**src/rtl/sent_rx_pkg.sv**
```systemverilog
// Shared types and constants for the SENT fast-channel receiver.
// Holds the FSM state enum, interval classes, timing constants and the J2716 CRC table.
package sent_rx_pkg;

    typedef enum logic [2:0] {
        ST_WAIT_SYNC,
        ST_STATUS,
        ST_DATA,
        ST_CRC,
        ST_TAIL
    } rx_state_t;

    typedef enum logic [1:0] {
        CLS_BAD,
        CLS_SYNC,
        CLS_NIB,
        CLS_PAUSE
    } interval_cls_t;

    localparam int SYNC_TICKS = 56;
    localparam int NIB_MIN    = 12;
    localparam int NIB_MAX    = 27;
    localparam int PAUSE_MAX  = 768;

    localparam logic [3:0] CRC_SEED = 4'b0101;

    // Remainder of idx * x^4 modulo x^4+x^3+x^2+1.
    function automatic logic [3:0] crc4_table(input logic [3:0] idx);
        logic [3:0] t;
        case (idx)
            4'd0:    t = 4'd0;
            4'd1:    t = 4'd13;
            4'd2:    t = 4'd7;
            4'd3:    t = 4'd10;
            4'd4:    t = 4'd14;
            4'd5:    t = 4'd3;
            4'd6:    t = 4'd9;
            4'd7:    t = 4'd4;
            4'd8:    t = 4'd1;
            4'd9:    t = 4'd12;
            4'd10:   t = 4'd6;
            4'd11:   t = 4'd11;
            4'd12:   t = 4'd15;
            4'd13:   t = 4'd2;
            4'd14:   t = 4'd8;
            default: t = 4'd5;
        endcase
        return t;
    endfunction

endpackage

```
**src/rtl/sent_rx_crc4.sv**
```systemverilog
// One nibble step of the SENT 4-bit CRC; feeding nib=0 gives the final augmentation step.
module sent_rx_crc4 import sent_rx_pkg::*; (
    input  logic [3:0] crc_in,
    input  logic [3:0] nib,
    output logic [3:0] crc_out
);

    assign crc_out = nib ^ crc4_table(crc_in);

endmodule

```
**src/rtl/sent_rx_decoder.sv**
```systemverilog
// SENT fast-channel receiver: measures falling-edge intervals, decodes status/data/CRC nibbles.
// Define SENT_RX_PAUSE_EN to accept one pause pulse between frames.
module sent_rx_decoder import sent_rx_pkg::*; #(
    parameter int CLK_PER_TICK = 8,
    parameter int SYNC_TOL     = 1,
    parameter int MAX_TICKS    = 1023
) (
    input  logic        clk_rx,
    input  logic        reset_rx,
    input  logic        enable,
    input  logic        data_pulse,
    output logic        frame_valid,
    output logic [3:0]  status,
    output logic [23:0] data_nibbles,
    output logic [3:0]  crc_rx,
    output logic        crc_err,
    output logic        frame_err
);

    localparam int PW = $clog2(CLK_PER_TICK);
    localparam int TW = $clog2(MAX_TICKS + 1);

    localparam logic [PW-1:0] PRESC_LAST = PW'(CLK_PER_TICK - 1);
    localparam logic [PW-1:0] PRESC_HALF = PW'(CLK_PER_TICK / 2);
    localparam logic [TW-1:0] TICK_SAT   = TW'(MAX_TICKS);
    localparam logic [TW-1:0] SYNC_LO    = TW'(SYNC_TICKS - SYNC_TOL);
    localparam logic [TW-1:0] SYNC_HI    = TW'(SYNC_TICKS + SYNC_TOL);
    localparam logic [TW-1:0] NIB_LO     = TW'(NIB_MIN);
    localparam logic [TW-1:0] NIB_HI     = TW'(NIB_MAX);
    localparam logic [TW-1:0] PAUSE_HI   = TW'(PAUSE_MAX);

    logic [2:0]    sync_reg;
    logic          fe;
    logic [PW-1:0] presc_reg;
    logic [TW-1:0] tick_cnt_reg;
    interval_cls_t cls;
    logic [3:0]    nib_val;
    logic          timeout;

    rx_state_t   state_reg, state_next;
    logic [2:0]  nib_idx_reg, nib_idx_next;
    logic [3:0]  crc_reg, crc_next, crc_step, crc_final;
    logic [3:0]  status_work_reg, status_work_next;
    logic [23:0] data_work_reg, data_work_next;
    logic        ev_frame, ev_abort;
`ifdef SENT_RX_PAUSE_EN
    logic        pause_seen_reg, pause_seen_next;
`endif

    logic        frame_valid_reg, frame_valid_next;
    logic        frame_err_reg, frame_err_next;
    logic        crc_err_reg, crc_err_next;
    logic [3:0]  status_reg, status_next;
    logic [3:0]  crc_rx_reg, crc_rx_next;
    logic [23:0] data_reg, data_next;

    // Bits [1:0] synchronise the line, bit [2] is the edge register.
    always_ff @(posedge clk_rx or negedge reset_rx) begin
        if (!reset_rx) sync_reg <= 3'b111;
        else           sync_reg <= {sync_reg[1:0], data_pulse};
    end

    assign fe = sync_reg[2] & ~sync_reg[1];

    // Reloading the prescaler at half a tick rounds each interval to the nearest tick.
    always_ff @(posedge clk_rx or negedge reset_rx) begin
        if (!reset_rx) begin
            presc_reg    <= '0;
            tick_cnt_reg <= '0;
        end else if (fe) begin
            presc_reg    <= PRESC_HALF;
            tick_cnt_reg <= '0;
        end else if (presc_reg == PRESC_LAST) begin
            presc_reg <= '0;
            if (tick_cnt_reg != TICK_SAT) tick_cnt_reg <= tick_cnt_reg + 1'b1;
        end else begin
            presc_reg <= presc_reg + 1'b1;
        end
    end

    always_comb begin
        cls = CLS_BAD;
        if (tick_cnt_reg >= SYNC_LO && tick_cnt_reg <= SYNC_HI)      cls = CLS_SYNC;
        else if (tick_cnt_reg >= NIB_LO && tick_cnt_reg <= NIB_HI)   cls = CLS_NIB;
        else if (tick_cnt_reg >= NIB_LO && tick_cnt_reg <= PAUSE_HI) cls = CLS_PAUSE;
    end

    assign nib_val = 4'(tick_cnt_reg - NIB_LO);
    assign timeout = (tick_cnt_reg == TICK_SAT) && (state_reg != ST_WAIT_SYNC);

    sent_rx_crc4 u_crc_step (
        .crc_in  (crc_reg),
        .nib     (nib_val),
        .crc_out (crc_step)
    );

    sent_rx_crc4 u_crc_final (
        .crc_in  (crc_reg),
        .nib     (4'd0),
        .crc_out (crc_final)
    );

    always_ff @(posedge clk_rx or negedge reset_rx) begin
        if (!reset_rx) begin
            state_reg       <= ST_WAIT_SYNC;
            nib_idx_reg     <= '0;
            crc_reg         <= '0;
            status_work_reg <= '0;
            data_work_reg   <= '0;
`ifdef SENT_RX_PAUSE_EN
            pause_seen_reg  <= 1'b0;
`endif
            frame_valid_reg <= 1'b0;
            frame_err_reg   <= 1'b0;
            crc_err_reg     <= 1'b0;
            status_reg      <= '0;
            crc_rx_reg      <= '0;
            data_reg        <= '0;
        end else begin
            state_reg       <= state_next;
            nib_idx_reg     <= nib_idx_next;
            crc_reg         <= crc_next;
            status_work_reg <= status_work_next;
            data_work_reg   <= data_work_next;
`ifdef SENT_RX_PAUSE_EN
            pause_seen_reg  <= pause_seen_next;
`endif
            frame_valid_reg <= frame_valid_next;
            frame_err_reg   <= frame_err_next;
            crc_err_reg     <= crc_err_next;
            status_reg      <= status_next;
            crc_rx_reg      <= crc_rx_next;
            data_reg        <= data_next;
        end
    end

    always_comb begin
        state_next       = state_reg;
        nib_idx_next     = nib_idx_reg;
        crc_next         = crc_reg;
        status_work_next = status_work_reg;
        data_work_next   = data_work_reg;
`ifdef SENT_RX_PAUSE_EN
        pause_seen_next  = pause_seen_reg;
`endif
        ev_frame         = 1'b0;
        ev_abort         = 1'b0;
        if (!enable) begin
            state_next = ST_WAIT_SYNC;
        end else if (fe) begin
            case (state_reg)
                ST_WAIT_SYNC: if (cls == CLS_SYNC) state_next = ST_STATUS;
                ST_STATUS, ST_DATA, ST_CRC: begin
                    if (cls == CLS_SYNC) begin
                        ev_abort   = 1'b1;
                        state_next = ST_STATUS;
                        crc_next   = CRC_SEED;
                    end else if (cls != CLS_NIB) begin
                        ev_abort   = 1'b1;
                        state_next = ST_WAIT_SYNC;
                    end else if (state_reg == ST_STATUS) begin
                        status_work_next = nib_val;
                        crc_next         = CRC_SEED;
                        nib_idx_next     = '0;
                        state_next       = ST_DATA;
                    end else if (state_reg == ST_DATA) begin
                        data_work_next = {data_work_reg[19:0], nib_val};
                        crc_next       = crc_step;
                        if (nib_idx_reg == 3'd5) state_next = ST_CRC;
                        else                     nib_idx_next = nib_idx_reg + 3'd1;
                    end else begin
                        ev_frame   = 1'b1;
                        state_next = ST_TAIL;
`ifdef SENT_RX_PAUSE_EN
                        pause_seen_next = 1'b0;
`endif
                    end
                end
                ST_TAIL: begin
                    if (cls == CLS_SYNC) state_next = ST_STATUS;
`ifdef SENT_RX_PAUSE_EN
                    else if (!pause_seen_reg && (cls == CLS_NIB || cls == CLS_PAUSE))
                        pause_seen_next = 1'b1;
`endif
                    else begin
                        ev_abort   = 1'b1;
                        state_next = ST_WAIT_SYNC;
                    end
                end
                default: state_next = ST_WAIT_SYNC;
            endcase
        end else if (timeout) begin
            ev_abort   = 1'b1;
            state_next = ST_WAIT_SYNC;
        end
    end

    // Frame outputs only move on a completed frame; aborts leave them untouched.
    always_comb begin
        frame_valid_next = ev_frame;
        frame_err_next   = ev_abort;
        status_next      = status_reg;
        data_next        = data_reg;
        crc_rx_next      = crc_rx_reg;
        crc_err_next     = crc_err_reg;
        if (ev_frame) begin
            status_next  = status_work_reg;
            data_next    = data_work_reg;
            crc_rx_next  = nib_val;
            crc_err_next = (crc_final != nib_val);
        end
    end

    assign frame_valid  = frame_valid_reg;
    assign frame_err    = frame_err_reg;
    assign status       = status_reg;
    assign data_nibbles = data_reg;
    assign crc_rx       = crc_rx_reg;
    assign crc_err      = crc_err_reg;

endmodule

```
**config.mk**
```make
export PLATFORM = sky130hd
export DESIGN_NAME = sent_rx_decoder
export DESIGN_NICKNAME = d
export VERILOG_FILES = /design/src/rtl/sent_rx_pkg.sv /design/src/rtl/sent_rx_crc4.sv /design/src/rtl/sent_rx_decoder.sv
export SDC_FILE = /design/constraint.sdc
export NUM_CORES = 1
export LEC_CHECK = 0
export CAP_MARGIN = 30
export CORE_ASPECT_RATIO = 1.5
export CORE_MARGIN = 1
export CORE_UTILIZATION = 25
export CTS_BUF_LIST = sky130_fd_sc_hd__clkbuf_4
export DETAILED_ROUTE_END_ITERATION = 8
export GPL_TIMING_DRIVEN = 0
export PLACE_DENSITY_LB_ADDON = 0.1
export SLEW_MARGIN = 20
export SYNTH_ARGS = -nofsm -noshare
export SYNTH_HDL_FRONTEND = slang
export SYNTH_HIERARCHICAL = 1
export SYNTH_SLANG_ARGS = --single-unit
export TNS_END_PERCENT = 20
```
**constraint.sdc**
```tcl
create_clock -name clk_rx -period 6.88 [get_ports clk_rx]
set_input_delay 1.376 -clock clk_rx [delete_from_list [all_inputs] [get_ports clk_rx]]
set_output_delay 1.376 -clock clk_rx [all_outputs]
set_load 0.05 [all_outputs]
```
# Word level (Yosys, flattened, before mapping)
# Memories as Yosys holds them, arrays and structs flattened.
# Index checks and enable logic that the tools add are counted.
dict set report classes {
  eq_ne 16
  n_bitwise 6
  reduce_logical 17
  magnitude_cmp 5
  muxes 40
  add_sub_neg 4
}
# operator count
set op_table {}
lappend op_table {{$mux W3} 14}
lappend op_table {{$mux W10} 3}
lappend op_table {{$mux W4} 4}
lappend op_table {{$mux W1} 14}
lappend op_table {{$reduce_and A7 Y1} 2}
lappend op_table {{$add A10 B1 Y10 const B} 1}
lappend op_table {{$eq A10 B10 Y1 const B} 1}
lappend op_table {{$ge A10 B4 Y1 const B} 1}
lappend op_table {{$ge A10 B6 Y1 const B} 1}
lappend op_table {{$le A10 B10 Y1 const B} 1}
lappend op_table {{$le A10 B5 Y1 const B} 1}
lappend op_table {{$le A10 B6 Y1 const B} 1}
lappend op_table {{$ne A10 B10 Y1 const B} 1}
lappend op_table {{$eq A3 B3 Y1 const B} 3}
lappend op_table {{$pmux W3 S3} 1}
lappend op_table {{$ne A8 B8 Y1 const B} 1}
lappend op_table {{$add A3 B1 Y3 const B} 2}
lappend op_table {{$eq A3 B2 Y1 const B} 2}
lappend op_table {{$mux W2} 3}
lappend op_table {{$ne A2 B2 Y1 const B} 3}
lappend op_table {{$reduce_and A6 Y1} 1}
lappend op_table {{$reduce_bool A2 Y1} 3}
lappend op_table {{$reduce_bool A3 Y1} 2}
lappend op_table {{$reduce_and A5 Y1} 1}
lappend op_table {{15 further kinds} 21}
dict set report totals {
  n_memories 2
  mem_bits_ro 128
  input_bits 4
  reg_bits 89
  wordCells 104
  out_inout_bits 35
}
# memory words word_bits read_ports rd_clocked_by_memory_dff write_ports line
set memory_table {}
lappend memory_table {{(name not given)} 16 4 1 0 0 sent_rx_pkg.sv:30} ;# case (idx)
lappend memory_table {{(name not given)} 16 4 1 0 0 sent_rx_pkg.sv:30}

# Depth between registers and ports, before layout
# Gate-level depths: netlist of the first run.
dict set report logic_depth {
  depth_word 11
  ltp_mapped 8
  mapped_depth_nobuf 7
}

# Modules after synthesis
# The synthesis of the first run kept the hierarchy.
# mod area_each_um2 n_inst seq_area_each_um2 cells_each
set by_module_without_submodules {}
lappend by_module_without_submodules {sent_rx_decoder 3915.0 1 2230.9 300}
lappend by_module_without_submodules {sent_rx_crc4 137.6 2 0.0 15}

# Worst setup path after synthesis of the first run
# OpenSTA, ideal clock, no wires.
dict set report synth_timing {
  path_type {input -> register}
  from {input enable}
  to {register crc_rx_reg[3], in the netlist crc_rx[3]}
  required_ns 6.755
  n_path_buf 1
  setup_time_ns 0.125
  path_stages 5
  setup_slack_ns 4.272
  arrival_ns 2.483
  path_cell_list {and2_1 -> nand2_4 -> nor3_4 -> buf_6 -> mux2_2}
}
dict set report synth_via {
  elab_chain_cells 1
}
# element line
set synth_rtl {}
lappend synth_rtl {{start: declaration} sent_rx_decoder.sv:10} ;# input logic enable,
lappend synth_rtl {{$mux W1} sent_rx_decoder.sv:148} ;# if (!enable) begin
lappend synth_rtl {{end signal: assignment} sent_rx_decoder.sv:132} ;# crc_rx_reg <= crc_rx_next;
lappend synth_rtl {{end: declaration} sent_rx_decoder.sv:54} ;# logic [3:0] crc_rx_reg, crc_rx_next;
# No other way between the ends.
# A chain may end at the register's enable or synchronous reset.

# Worst setup path after layout of the first run
dict set report layout_timing {
  from {register crc_rx_reg[0], in the netlist crc_rx[0]}
  to {output crc_rx[0]}
}
# element line
set layout_lines {}
lappend layout_lines {{end: declaration} sent_rx_decoder.sv:15} ;# output logic [3:0] crc_rx,
# No word-level cell between the ends.

==> impl_metrics.ini, run 1 <==
[run_status]
status = complete, no violations

[place]
place_worst_setup_slack_ns = 3.39
dp_cells = 580
gp_congestion = 0.737
portBuffers = 38
dpl.hpwl_um = 6450

[floorplanning]
die_height_um = 161
dieWidth_um = 108
full_die_area_mm2 = 0.0173
starting_density_of_the_core_pct = 25.8
rows = 57
core_area_mm2 = 0.0163
ioPinCount = 39

[timing]
max_slew.worst_pin.slew_ns = 0.567
timing.setup.tns_ns = 0
max_clock_freq_mhz = 330
layout_setup_ws_ns = 3.85
setup_repair_after_global_routing_missed_its_margin = false
finalHoldViolCount = 0
period_needed_ns = 3.03
slew_headroom_pct = 61.9
fin_worst_skew_ns = 0.0169
post-route-period-util_pct = 44.1
pins_over_slew_limit = 0
worst_hold_slack_ns = 0.367
final-setup-viol-count = 0

[global_route]
grt_antenna_before_repair = 0
groute.usage.overall_pct = 11.5
grt_start_max_net_pins = 52
grt_pass1_wl_um = 15100
vias_in_the_first_global_route = 2742
grt_overflow_total = 0

[synth]
yosysWarnings = 6
yosys_register_bits = 89
netlist_top_cells_area = dfrtp_1 51%, mux2_2 16%, xnor2_1 4.8%
synthesis.area_per_instance_um2 = 12.7
synth_top_family_by_area = multiplexers
post_synth_fa_ha_maj_area_fraction_pct = 4.48
synth_edf_count = 0
netlist_instances = 330
async_reset_ff_share_pct = 100
synth_top_area_share_pct = 51.4
synth_compound_gate_area_share_pct = 5.97
synthSimpleGateAreaFrac_pct = 10.8
yosys.area_share.xor_xnor_pct = 5.23
synthDominantAreaCellType = dfrtp_1
mappedNetlistArea_mm2 = 0.00419
synth.yosys.seq_area_share_pct = 53.2
post_synth_top_flop = dfrtp_1
synth_mux_area_share_pct = 17.1
synth.distinct_cells = 46

[power_and_ir_drop]
p_per_area_mw_per_mm2 = 189
power.leakage_nw = 2.27
irDropWorstVdd_v = 0.0000793
comb_power_share_pct = 10.6
pwr-share-seq_pct = 58.4
power.clock.fraction_pct = 31.0
sw_share_pct = 30.2
netSwitchingPower_mw = 0.286
design_power_total_mw = 0.947
internal_power_mw = 0.661

[critical_path]
critical_path_class = reg2out
critPathLaunchType = register
critical_path.slowest_cell = clkdlybuf4s50_1
crit_arrival_ns = 1.65
critical_path.max_stage_delay_ns = 0.83
crit_fanout = 2
path_cells = clkdlybuf4s50_1
sum_of_buffers_and_inverters_on_the_critical_path = 1
worst_path_dominant_cell_family = buffers and inverters
timing.critical_path.to_type = primary output
cp_data_required_time_ns = 5.50
reg2reg_setup_slack_ns = 3.90

[cts]
clock_tree_buffer_depth = 2
clock-root-buffer = clkbuf_4
cts_inserted_buffers = 9
worstSkewPairLatency_ns = 0.45
postCtsSetupRepairBufs = 0
post_cts_resize_count = 0
clk_sink_count = 89
tritoncts = built
cts_hold_repair.buffers = 0
path_clk_slew_ns = 0.16
htreeDepth = 3

[route]
wl_um = 9110
drcViolationCount = 0
total_iterations_of_the_first_detailed_routing_run = 4
vias = 2611
wl_per_cell_um = 15.3
post_drt_via_cell_ratio = 4.38
detail-route-antenna-nets = 0
drtIter0Drc = 55

[flow_run]
max-cap-violations = 0

[cells_and_area]
num_antenna_cells = 0
final_common_cell = dfrtp_1
areaGrowthSynthToFinish_pct = 19.4
commonest_cells_after_routing_fill_and_taps_aside = 86 x dfrtp_1, 58 x mux2_2, 37 x clkdlybuf4s50_1, 23 x xnor2_1, 17 x nor2_1
layout_cell_share_with_drive_strength_beyond_1_pct = 23.6
multiInputGateArea_mm2 = 0.00185
finalNetCount = 404
final_cells = 596
filler_cell_count = 1723
seq_area_mm2 = 0.00223

[min_path]
worstHoldPathType = reg2reg
[stage by stage]
stage	instance area (µm²)	util, %
finish	5000	30.8
global route	5000	30.8
CTS	5000	30.8
detailed placement	4880	30.0
global placement	4850	29.8
floorplan	4210	-
[cells in the mapped netlist (all sizes together), types with 2 or more instances]
cell	n
ha	15
or3b	2
inv	15
a21oi	8
nor3b	2
mux2i	2
and2	4
nand4	5
or4	3
nand2	13
buf	5
o211ai	4
nand3	10
nor2	18
nor4	2
dfstp	3
o21a	2
o21ai	8
or3	3
dfrtp	86
nand4bb	2
xnor2	23
nor3	6
xor2	2
clkbuf	4
o21bai	4
nand2b	5
mux2	62
[layout make-up]
type	instances	area share [%]
clock buffer	9	1.35
clock inverter	7	1.20
timing repair buffer	39	8.18
tap	206	5.15
multi-input combinational	222	37.0
buffer	9	1.43
sequential	89	44.6
inverter	15	1.13
[metal layers]
metal	vias up	global-route usage (%)	wire [µm]
li1	1263	-	-
met1	1302	13.5	3910
met2	36	19.8	4680
met3	10	3.45	371
met4	0	3.61	141
met5	-	0	0
[kinds of logic (layout without fill, tap and decap cells)]
group | Yosys count | after routing
AND/OR/NAND/NOR | 78 | 78
other | 1 | 6
XOR/XNOR | 25 | 25
buffers and inverters | 24 | 79
multiplexers | 64 | 64
adder cells (fa/ha/maj) | 15 | 15
flip-flops | 89 | 89
AO/OA/AOI/OAI | 34 | 34
[path summary, 6_finish.rpt]
path | depth (start not counted) | end | startpoint
setup / recovery | 1 | crc_rx[0] | crc_rx[0]
hold / removal | 0 | sync_reg[1] | sync_reg[0]
setup reg to reg | 8 | data_nibbles[16] | tick_cnt_reg[2]
hold reg to reg | 0 | sync_reg[1] | sync_reg[0]
max in group asynchronous | 2 | data_nibbles[20] | reset_rx
min in group asynchronous | 1 | presc_reg[2] | reset_rx
[power by group through the flow]
stage               registers, mW  logic (mW)  clock network (mW)
floorplan                   0.558      0.0682                   0
global placement            0.564      0.0994                   0
global route                0.555       0.118               0.329
finish                      0.553       0.101               0.293
detailed placement          0.564       0.103                   0
CTS                         0.554       0.104               0.308
No activity file was read; power rests on OpenSTA's default activity.
==> run 2, diff against run 1 <==
==> constraint.sdc (replaced) <==
create_clock -name clk_rx -period 2.7 [get_ports clk_rx]
set_input_delay 0.54 -clock clk_rx [delete_from_list [all_inputs] [get_ports clk_rx]]
set_output_delay 0.54 -clock clk_rx [all_outputs]
set_load 0.05 [all_outputs]
==> impl_metrics.ini, run 2 (same netlist as run 1, synthesis figures left out) <==
[timing]
pins_over_slew_limit = 0
layout_setup_ws_ns = 0.181
finalHoldViolCount = 0
post-route-period-util_pct = 93.3
max_slew.worst_pin.slew_ns = 0.533
slew_headroom_pct = 64.4
fin_worst_skew_ns = 0.0196
final-setup-viol-count = 0
period_needed_ns = 2.52
setup_repair_after_global_routing_missed_its_margin = false
worst_hold_slack_ns = 0.367
max_clock_freq_mhz = 397

[route]
post_drt_via_cell_ratio = 4.42
total_iterations_of_the_first_detailed_routing_run = 4
wl_um = 9240
drtIter0Drc = 73
detail-route-antenna-nets = 0
wl_per_cell_um = 15.3
drcViolationCount = 0
vias = 2662

[floorplanning]
ioPinCount = 39
full_die_area_mm2 = 0.0173
rows = 57
starting_density_of_the_core_pct = 25.8
dieWidth_um = 108
die_height_um = 161
core_area_mm2 = 0.0163

[global_route]
grt_antenna_before_repair = 0
groute.usage.overall_pct = 11.6
grt_pass1_wl_um = 15300
vias_in_the_first_global_route = 2787
grt_start_max_net_pins = 52
grt_overflow_total = 0

[run_status]
status = complete, no violations

[place]
gp_congestion = 0.737
placement_cell_area_mm2 = 0.00488
dp_cells = 580
dpl.hpwl_um = 6450
portBuffers = 38
place_worst_setup_slack_ns = -0.333

[cts]
cts_inserted_buffers = 9
tritoncts = built
clock_tree_buffer_depth = 2
path_clk_slew_ns = 0.16
worstSkewPairLatency_ns = 0.45
clock-root-buffer = clkbuf_4
clk_sink_count = 89
htreeDepth = 3

[critical_path]
crit_arrival_ns = 2.86
timing.critical_path.to_type = register
critical_path.slowest_cell = dfrtp_1
worst_path_dominant_cell_family = flip-flops
cp_data_required_time_ns = 3.04
path_cells = ha_1 -> nand2_1 -> a311oi_4 -> buf_4 -> nand2_4 -> nor3_4 -> buf_12 -> buf_6 -> mux2_2
critical_path_class = reg2reg
critPathLaunchType = register
sum_of_buffers_and_inverters_on_the_critical_path = 3
crit_fanout = 10
critical_path.max_stage_delay_ns = 0.60

[power_and_ir_drop]
netSwitchingPower_mw = 0.731
pwr-share-seq_pct = 58.3
p_per_area_mw_per_mm2 = 477
comb_power_share_pct = 10.7
power.clock.fraction_pct = 31.0
internal_power_mw = 1.69
power.leakage_nw = 2.30
irDropWorstVdd_v = 0.000202
sw_share_pct = 30.2

[min_path]
worstHoldPathType = reg2reg

[cells_and_area]
areaGrowthSynthToFinish_pct = 21.0
commonest_cells_after_routing_fill_and_taps_aside = 85 x dfrtp_1, 58 x mux2_2, 37 x clkdlybuf4s50_1, 23 x xnor2_1, 17 x nor2_1
seq_area_mm2 = 0.00223
layout_cell_share_with_drive_strength_beyond_1_pct = 25.3
finalNetCount = 410
final_cells = 602
final_common_cell = dfrtp_1
multiInputGateArea_mm2 = 0.00186
filler_cell_count = 1719
final_design_area_no_fill_mm2 = 0.00507
num_antenna_cells = 0

[flow_run]
max-cap-violations = 0
run 2: layout make-up:
class | count | share of cell area, %
plain buffers | 9 | 1.41
clock buffers | 9 | 1.33
clock inverters | 7 | 1.18
inverters | 15 | 1.11
multi-input cells | 222 | 36.6
flip-flops and latches | 89 | 44.0
well taps | 206 | 5.08
repair buffers | 45 | 9.25
run 2: worst paths after layout:
kind | cells after the start | to | slack [ns] | startpoint
min | 0 | sync_reg[1] | 0.37 | sync_reg[0]
min in group asynchronous | 2 | presc_reg[2] | 0.54 | reset_rx
min reg2reg | 0 | sync_reg[1] | 0.37 | sync_reg[0]
max | 9 | data_nibbles[16] | 0.18 | tick_cnt_reg[1]
max in group asynchronous | 3 | data_nibbles[16] | 1.55 | reset_rx
max reg2reg | 9 | data_nibbles[16] | 0.18 | tick_cnt_reg[1]
run 2: repair_timing:
item,CTS,global route
hold buffers,1,0
gates resized for setup,1,2
endpoints found under the setup margin,61,21
setup buffers,5,0
pin swaps,2,0
hold endpoints to repair,35,0
run 2: per-layer routing:
metal	GRT usage, %	routed length (µm)	share of wire, %
met1	13.4	3860	42
met3	3.73	422	4.6
met4	3.80	146	1.6
met5	0	0	0
met2	20.1	4810	52
run 2: stage by stage:
step	power (mW)	utilization (%)	TNS, ns
2_1_floorplan	1.59	-	0
3_3_place_gp	1.69	29.8	-228.31
3_5_place_dp	1.70	30.0	-15.05
4_1_cts	2.46	31.1	0
5_1_grt	2.55	31.2	0
6_report	2.42	31.2	0
run 2: power groups by stage:
stage | combinational [mW] | clock [mW] | sequential (mW)
2_1_floorplan | 0.174 | 0 | 1.42
3_5_place_dp | 0.263 | 0 | 1.44
5_1_grt | 0.301 | 0.838 | 1.42
6_report | 0.258 | 0.748 | 1.41
3_3_place_gp | 0.253 | 0 | 1.44
4_1_cts | 0.266 | 0.784 | 1.41
==> run 3, diff against run 2 <==
==> constraint.sdc (replaced) <==
create_clock -name clk_rx -period 2 [get_ports clk_rx]
set_input_delay 0.4 -clock clk_rx [delete_from_list [all_inputs] [get_ports clk_rx]]
set_output_delay 0.4 -clock clk_rx [all_outputs]
set_load 0.05 [all_outputs]
==> impl_metrics.ini, run 3 (same netlist as run 1, synthesis figures left out) <==
[route]
wl_per_cell_um = 15.9
drcViolationCount = 0
post_drt_via_cell_ratio = 4.41
total_iterations_of_the_first_detailed_routing_run = 4
wl_um = 9780
drtIter0Drc = 71
vias = 2718
detail-route-antenna-nets = 0

[flow_run]
max-cap-violations = 0

[place]
placement_cell_area_mm2 = 0.00488
dpl.hpwl_um = 6380
place_worst_setup_slack_ns = -0.871
gp_congestion = 0.759
portBuffers = 38

[cts]
clock-root-buffer = clkbuf_4
htreeDepth = 3
tritoncts = built
worstSkewPairLatency_ns = 0.46
path_clk_slew_ns = 0.16
cts_inserted_buffers = 9
clk_sink_count = 89
clock_tree_buffer_depth = 2

[floorplanning]
starting_density_of_the_core_pct = 25.8
dieWidth_um = 108
ioPinCount = 39
core_area_mm2 = 0.0163
rows = 57
die_height_um = 161
full_die_area_mm2 = 0.0173

[power_and_ir_drop]
irDropWorstVdd_v = 0.000295
power.leakage_nw = 2.64
p_per_area_mw_per_mm2 = 648

[cells_and_area]
areaGrowthSynthToFinish_pct = 29.4
final_common_cell = dfrtp_1
finalNetCount = 425
final_design_area_no_fill_mm2 = 0.00542
post_route_core_utilization_pct = 33.3
num_antenna_cells = 0
seq_area_mm2 = 0.00223
multiInputGateArea_mm2 = 0.00199
filler_cell_count = 1698
commonest_cells_after_routing_fill_and_taps_aside = 84 x dfrtp_1, 35 x dlygate4sd2_1, 32 x mux2_2, 30 x mux2_4, 23 x xnor2_1
layout_cell_share_with_drive_strength_beyond_1_pct = 31.1

[timing]
max_slew.worst_pin.slew_ns = 0.541
period_needed_ns = 2.41
setup_repair_after_global_routing_missed_its_margin = true
max_clock_freq_mhz = 415
fin_worst_skew_ns = 0.0161
post-route-period-util_pct = 120
final-setup-viol-count = 71
layout_setup_ws_ns = -0.409
finalHoldViolCount = 0
slew_headroom_pct = 63.9
pins_over_slew_limit = 0

[run_status]
status = finished with violations
violations_in_the_final_reports = setup timing

[global_route]
grt_pass1_wl_um = 16100
grt_overflow_total = 0
grt_antenna_before_repair = 0
grt_start_max_net_pins = 75
groute.usage.overall_pct = 12.3
vias_in_the_first_global_route = 2972

[critical_path]
regToRegStartpoint = tick_cnt_reg[8]
cp-startpoint = tick_cnt_reg[8]
cp_data_required_time_ns = 2.35
timing.critical_path.to_type = register
critPathLaunchType = register
crit_arrival_ns = 2.76
critical_path_class = reg2reg
crit_fanout = 10

[min_path]
worstHoldPathType = in2async
[run 3: worst max-delay path: stages (launching register included)]
cell,delay (ns)
dfrtp_1,0.42
or4_4,0.56
a311oi_4,0.27
buf_4,0.17
buf_4,0.10
nand2_4,0.06
nor2_4,0.19
buf_6,0.19
mux2_2,0.34
[run 3: area by class of cell]
type	instances	area share [%]
clock inverter	6	1.75
buffer	9	2.01
clock buffer	10	1.38
timing repair buffer	60	11.0
inverter	15	1.13
sequential	89	41.2
multi-input combinational	222	36.8
tap	206	4.75
[run 3: power breakdown]
part | internal [mW] | switching (mW) | total, mW | leakage (nW)
registers | 1.85 | 0.0298 | 1.88 | 1.21
clock network | 0.538 | 0.697 | 1.23 | 0.0920
logic | 0.166 | 0.230 | 0.396 | 1.34
[run 3: routing by layer]
layer	part of all wire [%]	GRT usage (%)	vias to the layer above	wire length [µm]
met3	3.5	3.08	13	340
met2	53	21.5	39	5230
met5	0	0	-	0
met4	1.7	4.48	0	168
li1	-	-	1299	-
met1	41	14.3	1367	4050
[run 3: through the flow]
stage	std cells	hold WS (ns)	power [mW]	setup TNS (ns)
5_1_grt	617	0.277	3.70	-30.95
4_1_cts	613	0.290	3.60	-26.21
2_1_floorplan	335	0.104	2.15	-17.55
6_report	617	0.308	3.51	-24.48
3_5_place_dp	580	0.252	2.30	-53.75
3_3_place_gp	579	0.349	2.28	-320.94
[run 3: final timing paths]
path	end	slack, ns	cells past startpoint
setup / recovery	data_work_reg[16]	-0.41	8
hold / removal	presc_reg[2]	0.31	2
setup reg to reg	data_work_reg[16]	-0.41	8
hold reg to reg	sync_reg[1]	0.37	0
max in group asynchronous	tick_cnt_reg[1]	1.05	3
min in group clk_rx	sync_reg[0]	0.32	1
[run 3: what timing repair did]
| item | 4_1_cts | 5_1_grt |
|---|---|---|
| buffers inserted | 15 | 2 |
| resized for setup | 71 | 20 |
| endpoints found under the setup margin | 108 | 73 |
| pin swaps | 4 | 5 |
| gates cloned | 1 | 2 |
| hold endpoints to repair | 15 | 0 |
| hold buffers | 1 | 0 |
